## src/rtl/mesh_router_xy.sv

```systemverilog
// Buffered 5-port XY mesh router.
// Per-port, per-VC input FIFOs feed one registered output slot per port. Each
// output slot is filled by round-robin arbitration over all FIFO heads that
// route to it. Port map: 0 local, 1 north (+Y), 2 east (+X), 3 south (-Y),
// 4 west (-X).

// One input VC queue; count is kept one bit wider than the pointers so that
// full and empty can be told apart.
module mesh_router_xy_vcq #(
    parameter int DATA_W = 35,
    parameter int DEPTH  = 4
) (
    input  logic              clk,
    input  logic              rst,
    input  logic              push,
    input  logic              pop,
    input  logic [DATA_W-1:0] wdata,
    output logic [DATA_W-1:0] head,
    output logic              not_empty,
    output logic              not_full
);
    localparam int AW = $clog2(DEPTH);

    logic [DATA_W-1:0] mem [DEPTH];
    logic [AW-1:0]     wr_ptr;
    logic [AW-1:0]     rd_ptr;
    logic [AW:0]       count;

    assign head      = mem[rd_ptr];
    assign not_empty = (count != '0);
    assign not_full  = (count != (AW+1)'(DEPTH));

    // Storage needs no reset; only occupancy is reset.
    always_ff @(posedge clk) begin
        if (push) mem[wr_ptr] <= wdata;
    end

    // Pointer and occupancy bookkeeping. Pointers wrap naturally at DEPTH.
    always_ff @(posedge clk or posedge rst) begin
        if (rst) begin
            wr_ptr <= '0;
            rd_ptr <= '0;
            count  <= '0;
        end else begin
            if (push) wr_ptr <= wr_ptr + 1'b1;
            if (pop)  rd_ptr <= rd_ptr + 1'b1;
            case ({push, pop})
                2'b10:   count <= count + 1'b1;
                2'b01:   count <= count - 1'b1;
                default: ;
            endcase
        end
    end
endmodule

module mesh_router_xy #(
    parameter  int DATA_W  = 35,
    parameter  int NUM_VC  = 2,
    parameter  int DEPTH   = 4,
    parameter  int COORD_W = 2,
    localparam int VCW     = (NUM_VC > 1) ? $clog2(NUM_VC) : 1
) (
    input  logic                 clk,
    input  logic                 RST_,
    input  logic [COORD_W-1:0]   MY_XPOS,
    input  logic [COORD_W-1:0]   MY_YPOS,
    input  logic [5*DATA_W-1:0]  IDATA,
    input  logic [4:0]           IVALID,
    input  logic [5*VCW-1:0]     IVCH,
    output logic [5*NUM_VC-1:0]  ORDY,
    output logic [4:0]           ODROP,
    output logic [5*DATA_W-1:0]  ODATA,
    output logic [4:0]           OVALID,
    output logic [5*VCW-1:0]     OVCH,
    input  logic [5*NUM_VC-1:0]  IRDY
);
    localparam int NP = 5;
    localparam int NQ = NP * NUM_VC;
    localparam int QW = $clog2(NQ);

    logic [NQ-1:0]             q_push;
    logic [NQ-1:0]             q_pop;
    logic [NQ-1:0]             q_nempty;
    logic [NQ-1:0]             q_nfull;
    logic [NQ-1:0][DATA_W-1:0] q_head;
    logic [NQ-1:0][2:0]        q_route;

    logic [NP-1:0][QW-1:0]     rr_ptr;
    logic [NP-1:0][QW-1:0]     win;
    logic [NP-1:0]             gnt;
    logic [NP-1:0]             can_load;
    logic [NP-1:0]             drop;

    assign ORDY = q_nfull;

    // Queue array: q = port*NUM_VC + vc. Each queue decodes its own push and
    // computes the XY output port of its head flit.
    for (genvar q = 0; q < NQ; q++) begin : g_q
        localparam int P = q / NUM_VC;
        localparam int V = q % NUM_VC;
        logic [COORD_W-1:0] dx;
        logic [COORD_W-1:0] dy;

        assign q_push[q] = IVALID[P] && (IVCH[P*VCW +: VCW] == VCW'(V)) && q_nfull[q];

        mesh_router_xy_vcq #(
            .DATA_W (DATA_W),
            .DEPTH  (DEPTH)
        ) u_vcq (
            .clk       (clk),
            .rst       (RST_),
            .push      (q_push[q]),
            .pop       (q_pop[q]),
            .wdata     (IDATA[P*DATA_W +: DATA_W]),
            .head      (q_head[q]),
            .not_empty (q_nempty[q]),
            .not_full  (q_nfull[q])
        );

        assign dx = q_head[q][DATA_W-1 -: COORD_W];
        assign dy = q_head[q][DATA_W-COORD_W-1 -: COORD_W];
        // X first, then Y, then local; a U-turn is allowed.
        assign q_route[q] = (dx > MY_XPOS) ? 3'd2 :
                            (dx < MY_XPOS) ? 3'd4 :
                            (dy > MY_YPOS) ? 3'd1 :
                            (dy < MY_YPOS) ? 3'd3 : 3'd0;
    end

    // Per-port drop detect and output-slot load enable.
    for (genvar p = 0; p < NP; p++) begin : g_p
        logic [NUM_VC-1:0] irdy_p;
        // An invalid VC id or a full VC both leave the flit unaccepted.
        assign drop[p]     = IVALID[p] && !(|q_push[p*NUM_VC +: NUM_VC]);
        assign irdy_p      = IRDY[p*NUM_VC +: NUM_VC];
        assign can_load[p] = !OVALID[p] || irdy_p[OVCH[p*VCW +: VCW]];
    end

    // Round-robin per output: first requesting head at or after rr_ptr wins.
    // A head requests only its routed output, so pops never collide.
    always_comb begin
        int idx;
        idx   = 0;
        gnt   = '0;
        win   = '0;
        q_pop = '0;
        for (int o = 0; o < NP; o++) begin
            for (int k = 0; k < NQ; k++) begin
                idx = int'(rr_ptr[o]) + k;
                if (idx >= NQ) idx = idx - NQ;
                if (can_load[o] && !gnt[o] && q_nempty[idx] && (q_route[idx] == 3'(o))) begin
                    gnt[o] = 1'b1;
                    win[o] = QW'(idx);
                end
            end
            if (gnt[o]) q_pop[win[o]] = 1'b1;
        end
    end

    // Output slots, RR pointers and the registered drop pulse.
    always_ff @(posedge clk or posedge RST_) begin
        if (RST_) begin
            ODATA  <= '0;
            OVALID <= '0;
            OVCH   <= '0;
            ODROP  <= '0;
            rr_ptr <= '0;
        end else begin
            ODROP <= drop;
            for (int o = 0; o < NP; o++) begin
                if (gnt[o]) begin
                    ODATA[o*DATA_W +: DATA_W] <= q_head[win[o]];
                    OVCH[o*VCW +: VCW]        <= VCW'(int'(win[o]) % NUM_VC);
                    OVALID[o]                 <= 1'b1;
                    rr_ptr[o]                 <= (int'(win[o]) == NQ - 1) ? '0 : win[o] + 1'b1;
                end else if (OVALID[o] && can_load[o]) begin
                    OVALID[o] <= 1'b0;
                end
            end
        end
    end
endmodule

```

## config.mk

```make
export PLATFORM = sky130hd
export DESIGN_NAME = mesh_router_xy
export DESIGN_NICKNAME = d
export VERILOG_FILES = /design/src/rtl/mesh_router_xy.sv
export SDC_FILE = /design/constraint.sdc
export NUM_CORES = 2
export LEC_CHECK = 0
export BUFFER_PORTS_ARGS = -buffer_cell sky130_fd_sc_hd__buf_2
export CORE_UTILIZATION = 44
export CTS_BUF_LIST = sky130_fd_sc_hd__clkbuf_16
export CTS_CLUSTER_DIAMETER = 40
export DETAILED_ROUTE_END_ITERATION = 10
export GPL_TIMING_DRIVEN = 0
export SYNTH_ARGS = -nofsm -noshare
export SYNTH_HDL_FRONTEND = slang
export SYNTH_SLANG_ARGS = --single-unit
```

## constraint.sdc

```tcl
create_clock -name clk -period 10.3 [get_ports clk]
set_clock_uncertainty 0.2 [all_clocks]
set_input_delay 0.515 -clock clk [delete_from_list [all_inputs] [get_ports clk]]
set_output_delay 0.515 -clock clk [all_outputs]
set_load 0.02 [all_outputs]
```

Word level (Yosys, flattened, before mapping)
Memories as Yosys holds them, arrays and structs flattened.
Index checks and enable logic that the tools add are counted.

word-level totals
  register bits after elaboration = 280
  RAM bits = 1400
  input port bits = 201
  output and inout port bits = 200
  memories = 10

memory list
  memory            words  width  read ports  clocked after Yosys merged registers in  wr ports  line  text
  g_q[0].u_vcq.mem  4      35     1           0                                        1         24    logic [DATA_W-1:0] mem [DEPTH];
  g_q[1].u_vcq.mem  4      35     1           0                                        1         24
  g_q[2].u_vcq.mem  4      35     1           0                                        1         24
  g_q[3].u_vcq.mem  4      35     1           0                                        1         24
  g_q[4].u_vcq.mem  4      35     1           0                                        1         24
  g_q[5].u_vcq.mem  4      35     1           0                                        1         24
  +4 memories       -      -      -           -                                        -         -

operators by class
  $add $sub $neg = 140
  magnitude comparators = 155
  equal/unequal tests = 75
  mux-type cells = 570
  bitwise logic cells = 9
  reduce and logical (&&, ||, !) cells = 280

operators by type and width
  operator               number
  $lt A32 B6 Y1 const B  50
  $mux W32               50
  $bmux W35 S4           5
  $bmux W3 S4            50
  $mux W3                120
  $sub A5 B4 Y6 const B  45
  $ge A5 B4 Y1 const B   45
  $mux W4                55
  $bmux W1 S4            50
  $mux W1                195
  $logic_and A1 B1 Y1    180
  $mux W35               5
  $add A4 B3 Y5 const B  20
  $eq A3 B2 Y1 const B   20
  $pmux W3 S2            10
  $logic_not A1 Y1       55
  $add A4 B2 Y5 const B  10
  $add A4 B4 Y5 const B  10
  $mux W10               5
  $add A2 B1 Y2 const B  20
  $gt A2 B2 Y1           20
  $lt A2 B2 Y1           20
  $mux W2                20
  $or A10 B10 Y10        4
  22 further kinds       165

Depth between registers and ports, before layout
An unclocked memory read counts as a cell.

  depth after elaboration = 72
  gate-level depth with buffers = 29

Cells and area by module
A second synthesis with hierarchy kept.

unflattened totals
  cells, all modules = 7376
  area total of the unflattened synthesis = 93091.8 sq um

by module, submodules not included
  module              instances  cells each  area an instance (sq um)  sequential area each (sq um)
  mesh_router_xy_vcq  10         220         5509.0                    4379.2
  mesh_router_xy      1          5176        38001.4                   5255.0

Worst setup path after synthesis
No wires, ideal clock.

  path type = register to register
  start point = register g_q[7].u_vcq.rd_ptr[0]
  end point = register g_q[7].u_vcq.count[2]
  setup time = 79 ps
  arrival time = 6646 ps
  data required time = 10021 ps
  path slack = 3375 ps
  stages on the path, launching flop included = 24
  period minus slack after synthesis = 6925 ps
  path through = dfrtp_1 clkbuf_1 buf_1 mux4_2 ha_1 nand2_1 a2111oi_0 mux2_2 a21oi_1 o41ai_1 and4_1 nand4b_1 o2111a_1 or3_1 a2111oi_1 nand2_1 o211ai_1 or3_1 ha_1 inv_1 fa_1 xor2_1 nor2_1 xor2_1

on the way
  word-level cells in the longest chain between the ends = 72

ends and longest elaborated chain
  element                                                   line  text
  start, declared                                           26    logic [AW-1:0] rd_ptr;
  start signal, assigned                                    46    if (pop) rd_ptr <= rd_ptr + 1'b1;
  $mem_v2 Z4 W35 (*)                                        -
  $lt A2 B2 Y1                                              126   (dy < MY_YPOS) ? 3'd3 : 3'd0;
  $mux W2                                                   126
  $mux W2                                                   125   (dy > MY_YPOS) ? 3'd1 :
  $mux W3                                                   124   (dx < MY_XPOS) ? 3'd4 :
  $mux W3 (*)                                               123   assign q_route[q] = (dx > MY_XPOS) ? 3'd2 :
  $bmux W3 S4                                               150   if (can_load[o] && !gnt[o] && q_nempty[idx] && (q_route[idx] == 3'(o))) begin
  $mux W3 (implied by the code) (2 in series)               150
  [56 not listed]                                           -
  $mux W10                                                  155   if (gnt[o]) q_pop[win[o]] = 1'b1;
  $or A10 B10 Y10 (no source line)                          -
  $mux W10                                                  155
  $or A10 B10 Y10 (no source line)                          -
  $mux W10 (*)                                              155
  via g_q[7].u_vcq.pop                                      16    input logic pop,
  $eq A2 B1 Y1 / $eq A2 B2 Y1 (equally long branches)       47    case ({push, pop})
  $pmux W3 S2 / $reduce_bool A2 Y1 (equally long branches)  -
  end signal, assigned                                      48    2'b10: count <= count + 1'b1;
  end signal, assigned                                      49    2'b01: count <= count - 1'b1;
  end, declared                                             27    logic [AW:0] count;

The timed path passes the listed nets; every way through them passes the cells marked *. The select of a mux whose other input is x is not followed.
A chain may end at the register's enable or synchronous reset.

Worst setup path after layout
  start point = register g_q[2].u_vcq.rd_ptr[0]
  end point = register ODATA[108]

on the way
  word-level cells in the longest chain between the ends = 59

ends and longest elaborated chain
  element                                      line  text
  start, declared                              26
  start signal, assigned                       46
  $mem_v2 Z4 W35 (*)                           -
  $lt A2 B2 Y1                                 126
  $mux W2                                      126
  $mux W2                                      125
  $mux W3                                      124
  $mux W3                                      123
  $bmux W3 S4                                  150
  $mux W3 (implied by the code) (2 in series)  150
  [38 not listed]                              -
  $logic_not A1 Y1                             150
  $logic_and A1 B1 Y1 (3 in series)            150
  $mux W1                                      150
  $logic_not A1 Y1                             150
  $logic_and A1 B1 Y1 (3 in series)            150
  $mux W4                                      150
  $bmux W35 S4                                 171   ODATA[o*DATA_W +: DATA_W] <= q_head[win[o]];
  $mux W35 (implied by the code)               171
  end signal, assigned by index                171
  end, declared                                72    output logic [5*DATA_W-1:0] ODATA,

Every way passes the cells marked *; elsewhere a longest branch is shown, timed or not. The select of a mux whose other input is x is not followed.

==> results.yml <==
synthesis:
  synth.area.top_cells: "edfxtp_1 45%, mux4_2 10%, dfrtp_1 7.6%, mux2i_1 5.4%, ha_1 2.7%"
  synth_flop_cell: "edfxtp_1"
  synth_area_leader_cell: "edfxtp_1"
  synth_area_um2: 92550
  ys_types: 116
  synthCells: 6976
  ys_warn_count: 0
  synth_seq_area_share_pct: 52.99
  synth-edff-count: 1400
  ys_ff_latch: 1680
  synth_top_area_share_pct: 45.42
  synth.net_count: 7389
  syn_area_per_cell_um2: 13.27
  synth_async_sr_flop_share_pct: 16.67
detailed_routing:
  first_pass_iters: 7
  wl_mm: 475.4
  wl_per_cell_um: 43.63
  ant_nets: 0
  drc_errors: 0
  drt-initial-drc-count: 11271
  num_vias: 74957
  viasPerCell: 6.881
final_layout:
  drive_gt1_share_pct: 22.76
  regArea_um2: 49050
  fillers: 17525
  fin_util_pct: 52.72
  syn_to_final_growth_pct: 18.55
  nets: 8272
  multi_input_area_um2: 41120
global_routing:
  grt_pass1_wl_mm: 631.6
  grt_usage_pct: 44.40
  grt_overflow: 0
  antenna_found_initial: 36
  grt_max_degree: 100
  grt_pass1_vias: 71051
critical_path:
  critPathMaxFanout: 10
  reg2reg_depth: 21
  cp.arrival_ns: 10.76
  worstReg2RegStart: "g_q[2].u_vcq.rd_ptr[0]"
  worstReg2RegEnd: "ODATA[108]"
  worstPathRequired_ns: 10.77
  ff2ff_setup_slack_ns: 0.02
  start_kind: "flip-flop"
  critical_path_class: "reg -> reg"
  cp-end-kind: "flip-flop"
cts:
  clk_pin_slew_worst_paths_ns: 0.06
  cts_max_level: 4
  cts_made_buffers: 241
  cts_root_buf: "clkbuf_16"
  clk_path_buf_depth: 3
  cts_sinks: 1680
  cts_tree: "done"
  clkLatencyLatePin_ns: 0.96
timing:
  setup_viol: 0
  max_clock_freq_mhz: 97.26
  slew_headroom_pct: -11.01
  finalCritPeriodShare_pct: 99.82
  slew_violations: 66
  worstMarginPinSlew_ns: 1.665
  grt_setup_unrepaired: "yes"
  hold_viol_final: 0
  min_period_ns: 10.28
floorplan:
  fp.dieArea_um2: 212200
  placementRows: 167
  pin_count: 401
  die_y_um: 460.6
  start_util_pct: 44.47
  core_um2: 208100
  die_x_um: 460.6
worst_hold_path:
  hp-class: "in -> reg"
  min_to: "OVALID[1]"
  hp-start: "IRDY[2]"
  whs_path_depth: 4
outcome:
  status: "finished with violations"
  violations: "capacitance limit, slew limit"
placed_design:
  port_buffers: 400
  place_congestion: 1.074
  hpwl_mm: 360.6
flow_run:
  maxCapViolCount: 6
## through the flow
| stage | instance area [µm²] | instances | setup WS, ns | hold slack (ns) | setup TNS, ns |
|---|---|---|---|---|---|
| global route | 109700 | 10869 | -0.04555 | 0.1204 | -0.04555 |
| global placement | 98040 | 10164 | -4.179 | 0.2834 | -1249.22 |
| detailed placement | 99200 | 10218 | -0.6417 | 0.2488 | -11.39 |
| floorplan | 92550 | 6976 | 1.863 | 0.2766 | 0 |
| CTS | 109500 | 10860 | 0.0001732 | 0.08886 | 0 |
| finish | 109700 | 10894 | 0.01818 | 0.1446 | 0 |
## how the worst max path moves through the flow
stage | from | end | slack [ns] | cells past startpoint
after floorplan | RST_ | ODATA[0] | 1.86 | 1
after global placement | RST_ | g_q[2].u_vcq.wr_ptr[0] | -4.18 | 2
after detailed placement | g_q[1].u_vcq.rd_ptr[0] | g_q[2].u_vcq.count[2] | -0.64 | 24
after CTS | g_q[3].u_vcq.rd_ptr[0] | g_q[6].u_vcq.count[2] | 0.0002 | 25
after global routing | rr_ptr[16] | g_q[6].u_vcq.count[2] | -0.05 | 26
final | g_q[2].u_vcq.rd_ptr[0] | ODATA[108] | 0.02 | 21
## critical path: stages (launching register included)
cell and delay [ns]:
dfrtp_1 0.32, clkbuf_1 0.56, clkdlybuf4s15_2 0.62, mux4_2 0.86, ha_1 0.40, nand2_1 0.20, nor4_2 0.74, and3_1 0.47
nor2_1 0.15, a221o_1 0.39, a31oi_1 0.61, nor2_1 0.18, o221ai_1 0.24, nor2_1 0.08, o31ai_1 0.57, buf_2 0.65
buf_2 0.50, buf_4 0.53, mux2i_1 0.63, o22ai_1 0.21, a221oi_2 0.62, a31oi_1 0.20
## logic make-up after synthesis
| logic type | Yosys count | share of synthesized area (%) |
|---|---|---|
| compound gates | 1616 | 12.73 |
| xor+xnor | 128 | 1.234 |
| fa+ha+maj | 212 | 2.947 |
| buf+inv | 633 | 2.847 |
| flops | 1680 | 52.99 |
| mux | 1130 | 18.31 |
| simple gates | 1577 | 8.932 |
## sequential cells by signal, indices dropped and copies added, names as in the netlist
register	count
OVCH	5
g_q.u_vcq.rd_ptr	20
g_q.u_vcq.mem	1400
g_q.u_vcq.count	30
OVALID	5
g_q.u_vcq.wr_ptr	20
ODATA	175
ODROP	5
rr_ptr	20
## repair_timing
item | in CTS | in global routing
buffers inserted | 2 | 4
endpoints found under the hold margin | 1513 | 0
endpoints found under the setup margin | 65 | 49
cloned | 0 | 0
resized for setup | 26 | 21
pin swaps | 1 | 4
hold buffers | 183 | 0
## layer usage
metal | share of wire [%] | vias to the layer above | wire [µm] | GRT usage [%]
met2 | 44 | 5122 | 207100 | 65.82
met3 | 11 | 1397 | 51700 | 13.19
met5 | 0.029 | - | 140 | 0
met1 | 37 | 38515 | 174000 | 54.91
li1 | - | 29901 | - | -
met4 | 8.9 | 22 | 42420 | 32.82
## Yosys cell counts, types with 33 or more instances
cell	instances
edfxtp_1	1400
mux2i_1	503
mux4_2	431
nand2_1	388
nor2_1	318
dfrtp_1	280
clkbuf_1	275
o21ai_0	227
a21oi_1	225
ha_1	202
mux2_2	195
inv_1	154
a211oi_1	138
and2_1	127
o211ai_1	126
nor3_1	108
buf_2	105
o22ai_1	94
nor2b_1	90
nand3_1	87
xnor2_1	86
a31oi_1	78
nand2b_1	68
a22oi_1	60
or3_1	55
a221oi_1	53
nor4_1	53
a221o_1	51
buf_1	50
nand4_1	43
xor2_1	40
and3_1	38
o22a_1	35
o32a_1	35
buf_4	34
o2111ai_1	34
o31ai_1	33
## layout by cell type (no fill, tap or decap), types with 86 or more instances in the layout
master         Yosys  final
dlygate4sd3_1      0    183
ha_1             202    202
edfxtp_1        1400   1400
o21ai_0          227    226
buf_2            105    507
inv_1            154    173
clkbuf_1         275    258
nand3_1           87     87
a21oi_1          225    223
nor2b_1           90     90
nor2_1           318    317
dfrtp_1          280    280
nor3_1           108    104
clkbuf_16          0    241
mux4_2           431    431
a211oi_1         138    133
mux2_2           195    195
mux2i_1          503    503
xnor2_1           86     86
o211ai_1         126    126
o22ai_1           94     93
and2_1           127     87
nand2_1          388    387
## layout make-up
cell class | count | share of cell area, %
inverters | 169 | 0.5850
flip-flops and latches | 1680 | 44.70
diodes | 32 | 0.07298
clock buffers | 241 | 5.497
clock inverters | 217 | 2.131
well taps | 2788 | 3.179
repair buffers | 644 | 4.486
multi-input cells | 4663 | 37.48
plain buffers | 460 | 1.869
Power is left out: the tool's default activity adds up to more than one toggle a clock period on the data nets, which glitch-free logic cannot reach.
